File: src/rtl/rv_pipe_ctrl.sv
// Pipeline sequencer for the 5-stage RV32I core: merges stalls, redirects, memory
// waits and halt into per-stage enables/flushes, with a wait watchdog and stall counter.
module rv_pipe_ctrl #(
    parameter int TIMEOUT_W = 8,
    parameter int TIMEOUT   = 255
) (
    input  logic        i_clk,
    input  logic        i_rst,
    input  logic        i_ctrl_load_use,
    input  logic        i_ctrl_redirect_ex,
    input  logic        i_ctrl_imem_ready,
    input  logic        i_ctrl_dmem_req_mem,
    input  logic        i_ctrl_dmem_ready,
    input  logic        i_ctrl_halt_wb,
    output logic        o_ctrl_pc_en,
    output logic        o_ctrl_ifid_en,
    output logic        o_ctrl_idex_en,
    output logic        o_ctrl_exmem_en,
    output logic        o_ctrl_memwb_en,
    output logic        o_ctrl_ifid_flush,
    output logic        o_ctrl_idex_flush,
    output logic [1:0]  o_ctrl_state,
    output logic        o_ctrl_halted,
    output logic        o_ctrl_bus_err,
    output logic [31:0] o_ctrl_stall_cnt
);

    typedef enum logic [1:0] {
        ST_RUN   = 2'd0,
        ST_DWAIT = 2'd1,
        ST_IWAIT = 2'd2,
        ST_HALT  = 2'd3
    } state_t;

    localparam logic [TIMEOUT_W-1:0] WAIT_LAST = TIMEOUT_W'(TIMEOUT - 1);

    state_t                 state_q, state_d;
    logic [TIMEOUT_W-1:0]   wait_q, wait_d;
    logic                   err_q, err_d;
    logic [31:0]            cnt_q, cnt_d;

    logic freeze_d;
    logic freeze_i;
    logic wait_taken;

    assign freeze_d = i_ctrl_dmem_req_mem & ~i_ctrl_dmem_ready;
    assign freeze_i = ~i_ctrl_imem_ready;

    always_comb begin
        o_ctrl_pc_en      = 1'b0;
        o_ctrl_ifid_en    = 1'b0;
        o_ctrl_idex_en    = 1'b0;
        o_ctrl_exmem_en   = 1'b0;
        o_ctrl_memwb_en   = 1'b0;
        o_ctrl_ifid_flush = 1'b0;
        o_ctrl_idex_flush = 1'b0;
        state_d           = state_q;
        wait_d            = '0;
        err_d             = err_q;
        cnt_d             = cnt_q;
        wait_taken        = 1'b0;

        if (i_rst) begin
            o_ctrl_ifid_flush = 1'b1;
            o_ctrl_idex_flush = 1'b1;
        end else if (state_q != ST_HALT) begin
            if (freeze_d) begin
                // Whole pipe frozen; a coincident redirect stays held in EX.
                state_d    = ST_DWAIT;
                wait_taken = 1'b1;
            end else if (i_ctrl_redirect_ex) begin
                o_ctrl_pc_en      = 1'b1;
                o_ctrl_ifid_en    = 1'b1;
                o_ctrl_idex_en    = 1'b1;
                o_ctrl_exmem_en   = 1'b1;
                o_ctrl_memwb_en   = 1'b1;
                o_ctrl_ifid_flush = 1'b1;
                o_ctrl_idex_flush = 1'b1;
                state_d           = ST_RUN;
            end else if (i_ctrl_load_use) begin
                o_ctrl_idex_en    = 1'b1;
                o_ctrl_exmem_en   = 1'b1;
                o_ctrl_memwb_en   = 1'b1;
                o_ctrl_idex_flush = 1'b1;
                state_d           = ST_RUN;
            end else if (freeze_i) begin
                o_ctrl_ifid_en    = 1'b1;
                o_ctrl_idex_en    = 1'b1;
                o_ctrl_exmem_en   = 1'b1;
                o_ctrl_memwb_en   = 1'b1;
                o_ctrl_ifid_flush = 1'b1;
                state_d           = ST_IWAIT;
                wait_taken        = 1'b1;
            end else begin
                o_ctrl_pc_en    = 1'b1;
                o_ctrl_ifid_en  = 1'b1;
                o_ctrl_idex_en  = 1'b1;
                o_ctrl_exmem_en = 1'b1;
                o_ctrl_memwb_en = 1'b1;
                state_d         = ST_RUN;
            end

            // D and I waits share one counter so alternating waits count as continuous.
            if (wait_taken) begin
                wait_d = wait_q + TIMEOUT_W'(1);
            end
            if (i_ctrl_halt_wb && !freeze_d) begin
                state_d = ST_HALT;
            end
            if (wait_taken && (wait_q == WAIT_LAST)) begin
                state_d = ST_HALT;
                err_d   = 1'b1;
            end
            if (!o_ctrl_pc_en && (cnt_q != 32'hFFFF_FFFF)) begin
                cnt_d = cnt_q + 32'd1;
            end
        end
    end

    always_ff @(posedge i_clk) begin
        if (i_rst) begin
            state_q <= ST_RUN;
            wait_q  <= '0;
            err_q   <= 1'b0;
            cnt_q   <= '0;
        end else begin
            state_q <= state_d;
            wait_q  <= wait_d;
            err_q   <= err_d;
            cnt_q   <= cnt_d;
        end
    end

    assign o_ctrl_state     = state_q;
    assign o_ctrl_halted    = (state_q == ST_HALT) && !i_rst;
    assign o_ctrl_bus_err   = err_q;
    assign o_ctrl_stall_cnt = cnt_q;

endmodule

File: config.mk
export PLATFORM = sky130hd
export DESIGN_NAME = rv_pipe_ctrl
export DESIGN_NICKNAME = d
export VERILOG_FILES = /design/src/rtl/rv_pipe_ctrl.sv
export SDC_FILE = /design/constraint.sdc
export NUM_CORES = 1
export LEC_CHECK = 0
export ABC_CLOCK_PERIOD_IN_PS = 2300
export CORE_MARGIN = 2
export CORE_UTILIZATION = 52
export CTS_BUF_LIST = sky130_fd_sc_hd__clkbuf_8
export CTS_CLUSTER_SIZE = 8
export DETAILED_ROUTE_END_ITERATION = 10
export PLACE_DENSITY = 0.82
export RECOVER_POWER = 25
export SYNTH_ARGS = -nofsm -noshare
export SYNTH_HDL_FRONTEND = slang
export SYNTH_SLANG_ARGS = --single-unit
File: constraint.sdc
create_clock -name i_clk -period 2.3 [get_ports i_clk]
set_input_delay 0.23 -clock i_clk [delete_from_list [all_inputs] [get_ports i_clk]]
set_output_delay 0.23 -clock i_clk [all_outputs]
set_load 0.01 [all_outputs]
### Word-level counts from Yosys, hierarchy flattened

Index checks and enable logic that the tools add are counted.

| word-level totals | value |
|---|---|
| memory bits (writable) | 0 |
| memory bits (read-only) | 0 |
| bits in registers | 43 |
| logic and storage cells | 61 |
| memories | 0 |
| bits in latches | 0 |
| bits of input ports | 8 |

| operators by class | value |
|---|---|
| equality and inequality tests | 4 |
| shift-type cells | 0 |
| bitwise logic cells | 4 |
| reduce and logical (&&, ||, !) cells | 10 |
| multipliers | 0 |
| div/mod/pow operators | 0 |
| add/subtract/negate cells | 2 |
| $lt $le $gt $ge | 0 |
| muxes and demuxes | 37 |

Operator list:

| cell | count |
|---|---|
| $add 32x1->32 const B | 1 |
| $ne 32x32->1 const B | 1 |
| $mux 1 | 31 |
| $mux 2 | 6 |
| $add 8x1->8 const B | 1 |
| $eq 8x8->1 const B | 1 |
| $logic_and 1x1->1 | 4 |
| $reduce_and 2->1 | 2 |
| $logic_not 1->1 | 3 |
| $not 1->1 | 3 |
| $reduce_or 3->1 | 1 |
| $eq 2x2->1 const B | 1 |
| $ne 2x2->1 const B | 1 |
| $and 1x1->1 | 1 |

### Longest topological paths before layout

Gate-level depths: netlist of run 1.

| logic depth | value |
|---|---|
| depth after elaboration | 9 |
| depth in mapped cells | 7 |

### Worst setup path before layout of run 1

OpenSTA, ideal clock, no wires.

| timing path | value |
|---|---|
| path type | register -> register |
| start point | register cnt_q[0], in the netlist o_ctrl_stall_cnt[0] |
| end point | register cnt_q[1], in the netlist o_ctrl_stall_cnt[1] |
| data required time | 2.168 ns |
| clock period less this slack | 2.016 ns |
| buffers on the path | 1 |
| slack | 0.284 ns |
| library setup time | 0.132 ns |
| cell stages (with the launch flop) | 8 |
| data arrival time | 1.883 ns |
| path through | dfxtp_1 -> ha_1 -> nand4_1 -> or2_2 -> nor4_4 -> buf_2 -> or3b_2 -> a21oi_1 |

| on the way | value |
|---|---|
| cells in the longest elaborated chain, start to end | 3 |
| elaborated cells on any way between the ends | 4 |
| those cells by class | 1 x add/sub; 1 x eq/ne; 2 x reduce/logical |

Ends and longest elaborated chain:

| what | RTL line | text |
|---|---|---|
| from (decl) | 40 | `logic [31:0] cnt_q, cnt_d;` |
| from (signal assigned) | 130 | `cnt_q <= cnt_d;` |
| parallel branches: the longest is 3 deep, another holds $add 32x1->32 | n/a |  |

Several ways; the timed one is not identified.
A chain may end at the register's enable or synchronous reset.

### Worst setup path after layout of run 1

| timing path | value |
|---|---|
| start point | register cnt_q[0], in the netlist o_ctrl_stall_cnt[0] |
| end point | register cnt_q[22], in the netlist o_ctrl_stall_cnt[22] |

Same word-level chain as after synthesis.

==> flow_metrics.env, run 1 <==
export IMPL_status="complete, no violations"
export IMPL_avgSynthCellArea_um2=8.56
export IMPL_die_h_um=70.5
export IMPL_yosysWarnings=0
export IMPL_reg2reg_to="o_ctrl_stall_cnt[22]"
export IMPL_timing_setup_tns_ns=0
export IMPL_cap_violations=0
export IMPL_grt_pass1_vias=2038
export IMPL_cp_slowest_cell="dfxtp_1"
export IMPL_final_cell_mix="dfxtp_1, clkdlybuf4s50_1, nor2_1, a21oi_1, nand3_1"
export IMPL_htreeDepth=2
export IMPL_slew_violations=0
export IMPL_cp_arrival_ns=2.31
export IMPL_grt_pass1_wl_um=8970
export IMPL_grt_overflow=0
export IMPL_layout_drive_gt1_share_pct=11.9
export IMPL_path_class="register to register"
export IMPL_port_buffers=50
export IMPL_avgViaCountPerCell=6.07
export IMPL_fin_worst_skew_ns=0.00514
export IMPL_cts_max_path_buffers=2
export IMPL_ys_seq_area_share_pct=37.4
export IMPL_ys_types=48
export IMPL_coreArea_um2=4320
export IMPL_crit_required_ns=2.49
export IMPL_end_kind="register"
export IMPL_hold_class="register to register"
export IMPL_clock_sinks=43
export IMPL_synth_async_sr_flop_share_pct=0
export IMPL_max_slew_worst_pin_slew_ns=0.495
export IMPL_utilization_pct=69.6
export IMPL_ctsResizeCount=0
export IMPL_dr_pass1_iters=6
export IMPL_dp_cells=370
export IMPL_fin_crit_ns=2.12
export IMPL_synth_nets=280
export IMPL_worstHoldStart="o_ctrl_bus_err"
export IMPL_syn_inst=269
export IMPL_powerDensity_nw_per_um2=494
export IMPL_nets=337
export IMPL_ff2ff_setup_slack_ns=0.18
export IMPL_finalSetupViolCount=0
export IMPL_vias=2302
export IMPL_clock_latency_ns=0.30
export IMPL_rows=24
export IMPL_synth_seq_cells=43
export IMPL_synth_edff_count=0
export IMPL_fmaxAchievable_ghz=0.472
export IMPL_layout_commonest_cell="dfxtp_1"
export IMPL_place_congestion=0.807
export IMPL_drt_total_wl_um=5440
export IMPL_r2r_cells=6
export IMPL_postCtsHoldBufs=0
export IMPL_rsz0062_at_grt="false"
export IMPL_die_area_um2=4980
export IMPL_cts_tree="built"
export IMPL_critPathMaxStageDelay_ns=0.42
export IMPL_hold_violations=0
export IMPL_syn_area_um2=2300
export IMPL_r2r_start="o_ctrl_stall_cnt[0]"
export IMPL_die_x_um=70.5
export IMPL_clockRootBuffer="clkbuf_8"
export IMPL_worstSetupStartpointType="register"
export IMPL_diodes=0
export IMPL_grt_max_degree=22
export IMPL_cts_buffers_inserted=5
export IMPL_cp_max_fo=7
export IMPL_io_pins=51
export IMPL_power_uw=1490
export IMPL_p_leak_uw=0.00105
export IMPL_drc=0
export IMPL_holdPathEnd="o_ctrl_bus_err"
export IMPL_post_route_period_util_pct=92.2
export IMPL_cts_clk_slew_worst_paths_ns=0.09
export IMPL_grt_use_total_pct=21.8
export IMPL_slew_headroom_pct=66.8
export IMPL_peakVddDrop_v=0.000270
export IMPL_areaGrowthSynthToFinish_pct=30.8
export IMPL_instances_no_fill=379
export IMPL_min_delay_path_depth=1
export IMPL_start_util_pct=53.2
export IMPL_antenna_found_initial=0
export IMPL_drt_initial_drc_count=89
export IMPL_hpwl_um=3830
export IMPL_ant_nets=0
export IMPL_routedWlPerCell_um=14.3
export IMPL_cp_cell_sequence="ha_1 -> nand4_1 -> nor2_1 -> nand3_1 -> nor4_1 -> mux2_2"
export IMPL_synth_main_ff_cell="dfxtp_1"
[kinds of logic after synthesis]
logic type	synth area share, %
buf+inv	4.02
compound gates	17.7
mux	2.45
simple gates	34.6
xor+xnor	2.28
fa+ha+maj	1.63
flops	37.4
[layer usage]
| layer | vias up | part of all wire [%] | GRT usage (%) | wire, µm |
|---|---|---|---|---|
| li1 | 1135 | - | - | - |
| met1 | 1083 | 45 | 28.4 | 2460 |
| met2 | 72 | 48 | 36.2 | 2610 |
| met3 | 12 | 5.4 | 5.13 | 292 |
| met4 | 0 | 1.5 | 7.13 | 82 |
| met5 | - | 0 | 0 | 0 |
[timing repair]
action / 4_1_cts / 5_1_grt
hold endpoints to repair: 0 / 0
setup buffers: 0 / 1
endpoints found under the setup margin: 0 / 8
[where the power goes]
part / internal [µW] / leakage, µW / total [µW] / switching [µW]
registers: 752 / 0.000347 / 761 / 9.39
clock network: 329 / 0.0000587 / 606 / 277
logic: 58.5 / 0.000645 / 122 / 63.5
total: 1140 / 0.00105 / 1490 / 350
[registers in the layout, summed over array words and instances (netlist names)]
register / flops
o_ctrl_stall_cnt: 32
wait_q: 8
o_ctrl_state: 2
o_ctrl_bus_err: 1
[through the flow]
stage / cell area, µm² / hold slack, ns / setup slack, ns
floorplan: 2300 / 0.393 / 0.284
global placement: 2890 / 0.457 / 0.112
detailed placement: 2890 / 0.458 / 0.0722
CTS: 3010 / 0.487 / 0.00720
global route: 3010 / 0.519 / 0.0156
finish: 3010 / 0.474 / 0.180
[worst max-delay path, delay by kind of cell, from the launching register on]
family,cells,cell delay (ns)
flops,1,0.42
mux,1,0.38
fa+ha+maj,1,0.23
simple gates,4,0.99
[cell usage after synthesis (4+ instances only)]
| cell | n | area, µm² |
|---|---|---|
| dfxtp_1 | 43 | 861 |
| a21oi_1 | 24 | 120 |
| nor2_1 | 24 | 90.1 |
| nand3_1 | 22 | 110 |
| nand2_1 | 16 | 60.1 |
| o31ai_1 | 16 | 120 |
| or4_1 | 16 | 120 |
| nand4_1 | 8 | 50.1 |
| inv_1 | 7 | 26.3 |
| or3_1 | 7 | 43.8 |
| buf_2 | 5 | 25.0 |
| o21ai_0 | 5 | 25.0 |
| xor2_1 | 5 | 43.8 |
| clkbuf_1 | 4 | 15.0 |
| nor2b_1 | 4 | 25.0 |
| o21ai_1 | 4 | 20.0 |
[worst max-delay path by stage]
stage | cells past startpoint | startpoint | endpoint
after global routing | 5 | o_ctrl_stall_cnt[9] | o_ctrl_stall_cnt[29]
after detailed placement | 6 | o_ctrl_stall_cnt[0] | o_ctrl_stall_cnt[6]
after CTS | 7 | o_ctrl_stall_cnt[0] | o_ctrl_stall_cnt[0]
after floorplan | 7 | o_ctrl_stall_cnt[0] | o_ctrl_stall_cnt[1]
after global placement | 6 | o_ctrl_stall_cnt[0] | o_ctrl_stall_cnt[6]
final | 6 | o_ctrl_stall_cnt[0] | o_ctrl_stall_cnt[22]
[final cells by class]
type	instances	area (µm²)
multi-input combinational	206	1350
fill	396	1310
sequential	43	861
timing repair buffer	63	594
clock buffer	5	68.8
tap	52	65.1
clock inverter	3	47.5
inverter	7	26.3
Power figures use the tool's default switching activity.
==> inputs of run 2 (changes only) <==
- CORE_UTILIZATION: 52 -> 50
- CTS_BUF_LIST: sky130_fd_sc_hd__clkbuf_8 -> sky130_fd_sc_hd__clkbuf_16
- PLACE_DENSITY: 0.82 -> 0.79
- REMOVE_ABC_BUFFERS: default -> 1
==> run 2 against run 1 <==
Net effect: global-route usage rose by 1.6 points; routed wire length rose by 4.2%; combinational power about the same; sequential power about the same; critical endpoint is now o_ctrl_stall_cnt[29]; largest power group unchanged.
==> flow_metrics.env, run 2 (synthesis gave the netlist of run 1 again) <==
export IMPL_status="complete, no violations"
export IMPL_reg2reg_to="o_ctrl_stall_cnt[29]"
export IMPL_fin_worst_skew_ns=0.00329
export IMPL_critPathMaxStageDelay_ns=0.58
export IMPL_routedWlPerCell_um=14.8
export IMPL_die_h_um=71.9
export IMPL_ant_nets=0
export IMPL_drc=0
export IMPL_slew_headroom_pct=67.2
export IMPL_worstSetupStartpointType="register"
export IMPL_start_util_pct=52.5
export IMPL_slew_violations=0
export IMPL_worstHoldStart="o_ctrl_bus_err"
export IMPL_drt_total_wl_um=5660
export IMPL_post_route_period_util_pct=91.3
export IMPL_grt_pass1_vias=2118
export IMPL_postCtsHoldBufs=0
export IMPL_min_delay_path_depth=1
export IMPL_grt_max_degree=27
export IMPL_rsz0062_at_grt="false"
export IMPL_holdPathEnd="o_ctrl_bus_err"
export IMPL_power_uw=1560
export IMPL_hold_ws_ns=0.475
export IMPL_worst_path_buf_inv=0
export IMPL_io_pins=51
export IMPL_max_slew_worst_pin_slew_ns=0.491
export IMPL_vias=2311
export IMPL_clockRootBuffer="clkbuf_16"
export IMPL_cts_buffers_inserted=5
export IMPL_end_kind="register"
export IMPL_grt_overflow=0
export IMPL_cp_arrival_ns=2.32
export IMPL_hpwl_um=4060
export IMPL_fmaxAchievable_ghz=0.476
export IMPL_p_leak_uw=0.00111
export IMPL_cts_max_path_buffers=2
export IMPL_place_congestion=0.785
export IMPL_crit_required_ns=2.52
export IMPL_die_area_um2=5160
export IMPL_cp_top_family="simple AND/OR/NAND/NOR gates"
export IMPL_post_cts_setup_buffers=0
export IMPL_rows=24
export IMPL_diodes=0
export IMPL_avgViaCountPerCell=6.05
export IMPL_clock_latency_ns=0.28
export IMPL_finalSetupViolCount=0
export IMPL_die_x_um=71.9
export IMPL_cts_clk_slew_worst_paths_ns=0.06
export IMPL_powerDensity_nw_per_um2=509
export IMPL_peakVddDrop_v=0.000336
export IMPL_cp_slowest_cell="or4_1"
export IMPL_path_class="register to register"
export IMPL_layout_commonest_cell="dfxtp_1"
export IMPL_final_cell_mix="dfxtp_1, clkdlybuf4s50_1, nor2_1, a21oi_1, nand3_1"
export IMPL_cp_cell_sequence="nand4_2 -> nor4_2 -> nand4_2 -> or4_1 -> a21oi_1"
export IMPL_r2r_start="o_ctrl_stall_cnt[18]"
export IMPL_r2r_cells=5
export IMPL_coreArea_um2=4380
export IMPL_drt_initial_drc_count=152
export IMPL_dpl_instance_area_um2=2920
export IMPL_layout_drive_gt1_share_pct=12.4
export IMPL_cp_max_fo=10
export IMPL_dr_pass1_iters=4
export IMPL_hold_violations=0
export IMPL_antenna_found_initial=0
export IMPL_nets=340
export IMPL_timing_setup_tns_ns=0
export IMPL_worst_path_most_repeated_cell="nand4_2"
export IMPL_grt_use_total_pct=23.4
export IMPL_final_cell_area_um2=3070
export IMPL_grt_pass1_wl_um=9800
export IMPL_largest_reg_flops=32
export IMPL_fin_crit_ns=2.10
export IMPL_hold_class="register to register"
export IMPL_cts_tree="built"
export IMPL_areaGrowthSynthToFinish_pct=33.3
export IMPL_cap_violations=0
export IMPL_htreeDepth=2
export IMPL_dpl_worst_slack_ns=0.0330
export IMPL_layout_setup_ws_ns=0.201
export IMPL_clock_sinks=43
export IMPL_port_buffers=50
export IMPL_ff2ff_setup_slack_ns=0.20
==> run 2: worst max-delay path by stage <==
stage,from,cells past startpoint,slack [ns],to
after floorplan,o_ctrl_stall_cnt[0],6,0.08,o_ctrl_stall_cnt[6]
final,o_ctrl_stall_cnt[18],5,0.20,o_ctrl_stall_cnt[29]
after global routing,o_ctrl_stall_cnt[18],5,0.05,o_ctrl_stall_cnt[29]
after global placement,i_ctrl_imem_ready,6,0.13,o_ctrl_stall_cnt[6]
after detailed placement,i_ctrl_imem_ready,6,0.03,o_ctrl_stall_cnt[6]
after CTS,o_ctrl_stall_cnt[0],6,0.15,o_ctrl_stall_cnt[6]
==> run 2: layout make-up <==
cell class	instances	area (µm²)
Sequential cell	43	861
Timing Repair Buffer	66	617
Tap cell	52	65.1
Multi-Input combinational cell	206	1360
Clock buffer	5	125
Clock inverter	3	12.5
Fill cell	367	1320
Inverter	7	26.3
==> run 2: per-layer routing <==
layer	GRT usage [%]	vias up	part of all wire (%)
li1	-	1145	-
met1	29.3	1103	45
met2	40.6	58	50
met3	5.49	5	5.1
met4	5.66	0	0.79
met5	0	-	0
==> run 2: through the flow <==
step / utilization, % / instances
after floorplan: - / 256
after global placement: 66.6 / 374
after detailed placement: 66.6 / 374
after CTS: 69.8 / 382
after global routing: 70.0 / 382
final: 70.0 / 382
==> run 2: what timing repair did <==
item / CTS / global route
resized for setup: 0 / 2
hold endpoints to repair: 0 / 0
setup endpoints to repair: 0 / 8
==> run 2: power by group <==
group	internal (µW)	total, µW	switching (µW)
sequential	753	762	9.09
combinational	58.6	122	63.0
clock	393	677	285
total	1200	1560	357
==> run 2: worst reg2reg max path, delay by kind of cell, from the launching register on <==
kind               cells  cell delay [ns]
AOI/OAI and AO/OA      1             0.16
and+or+nand+nor        4             1.44
DFF                    1             0.42
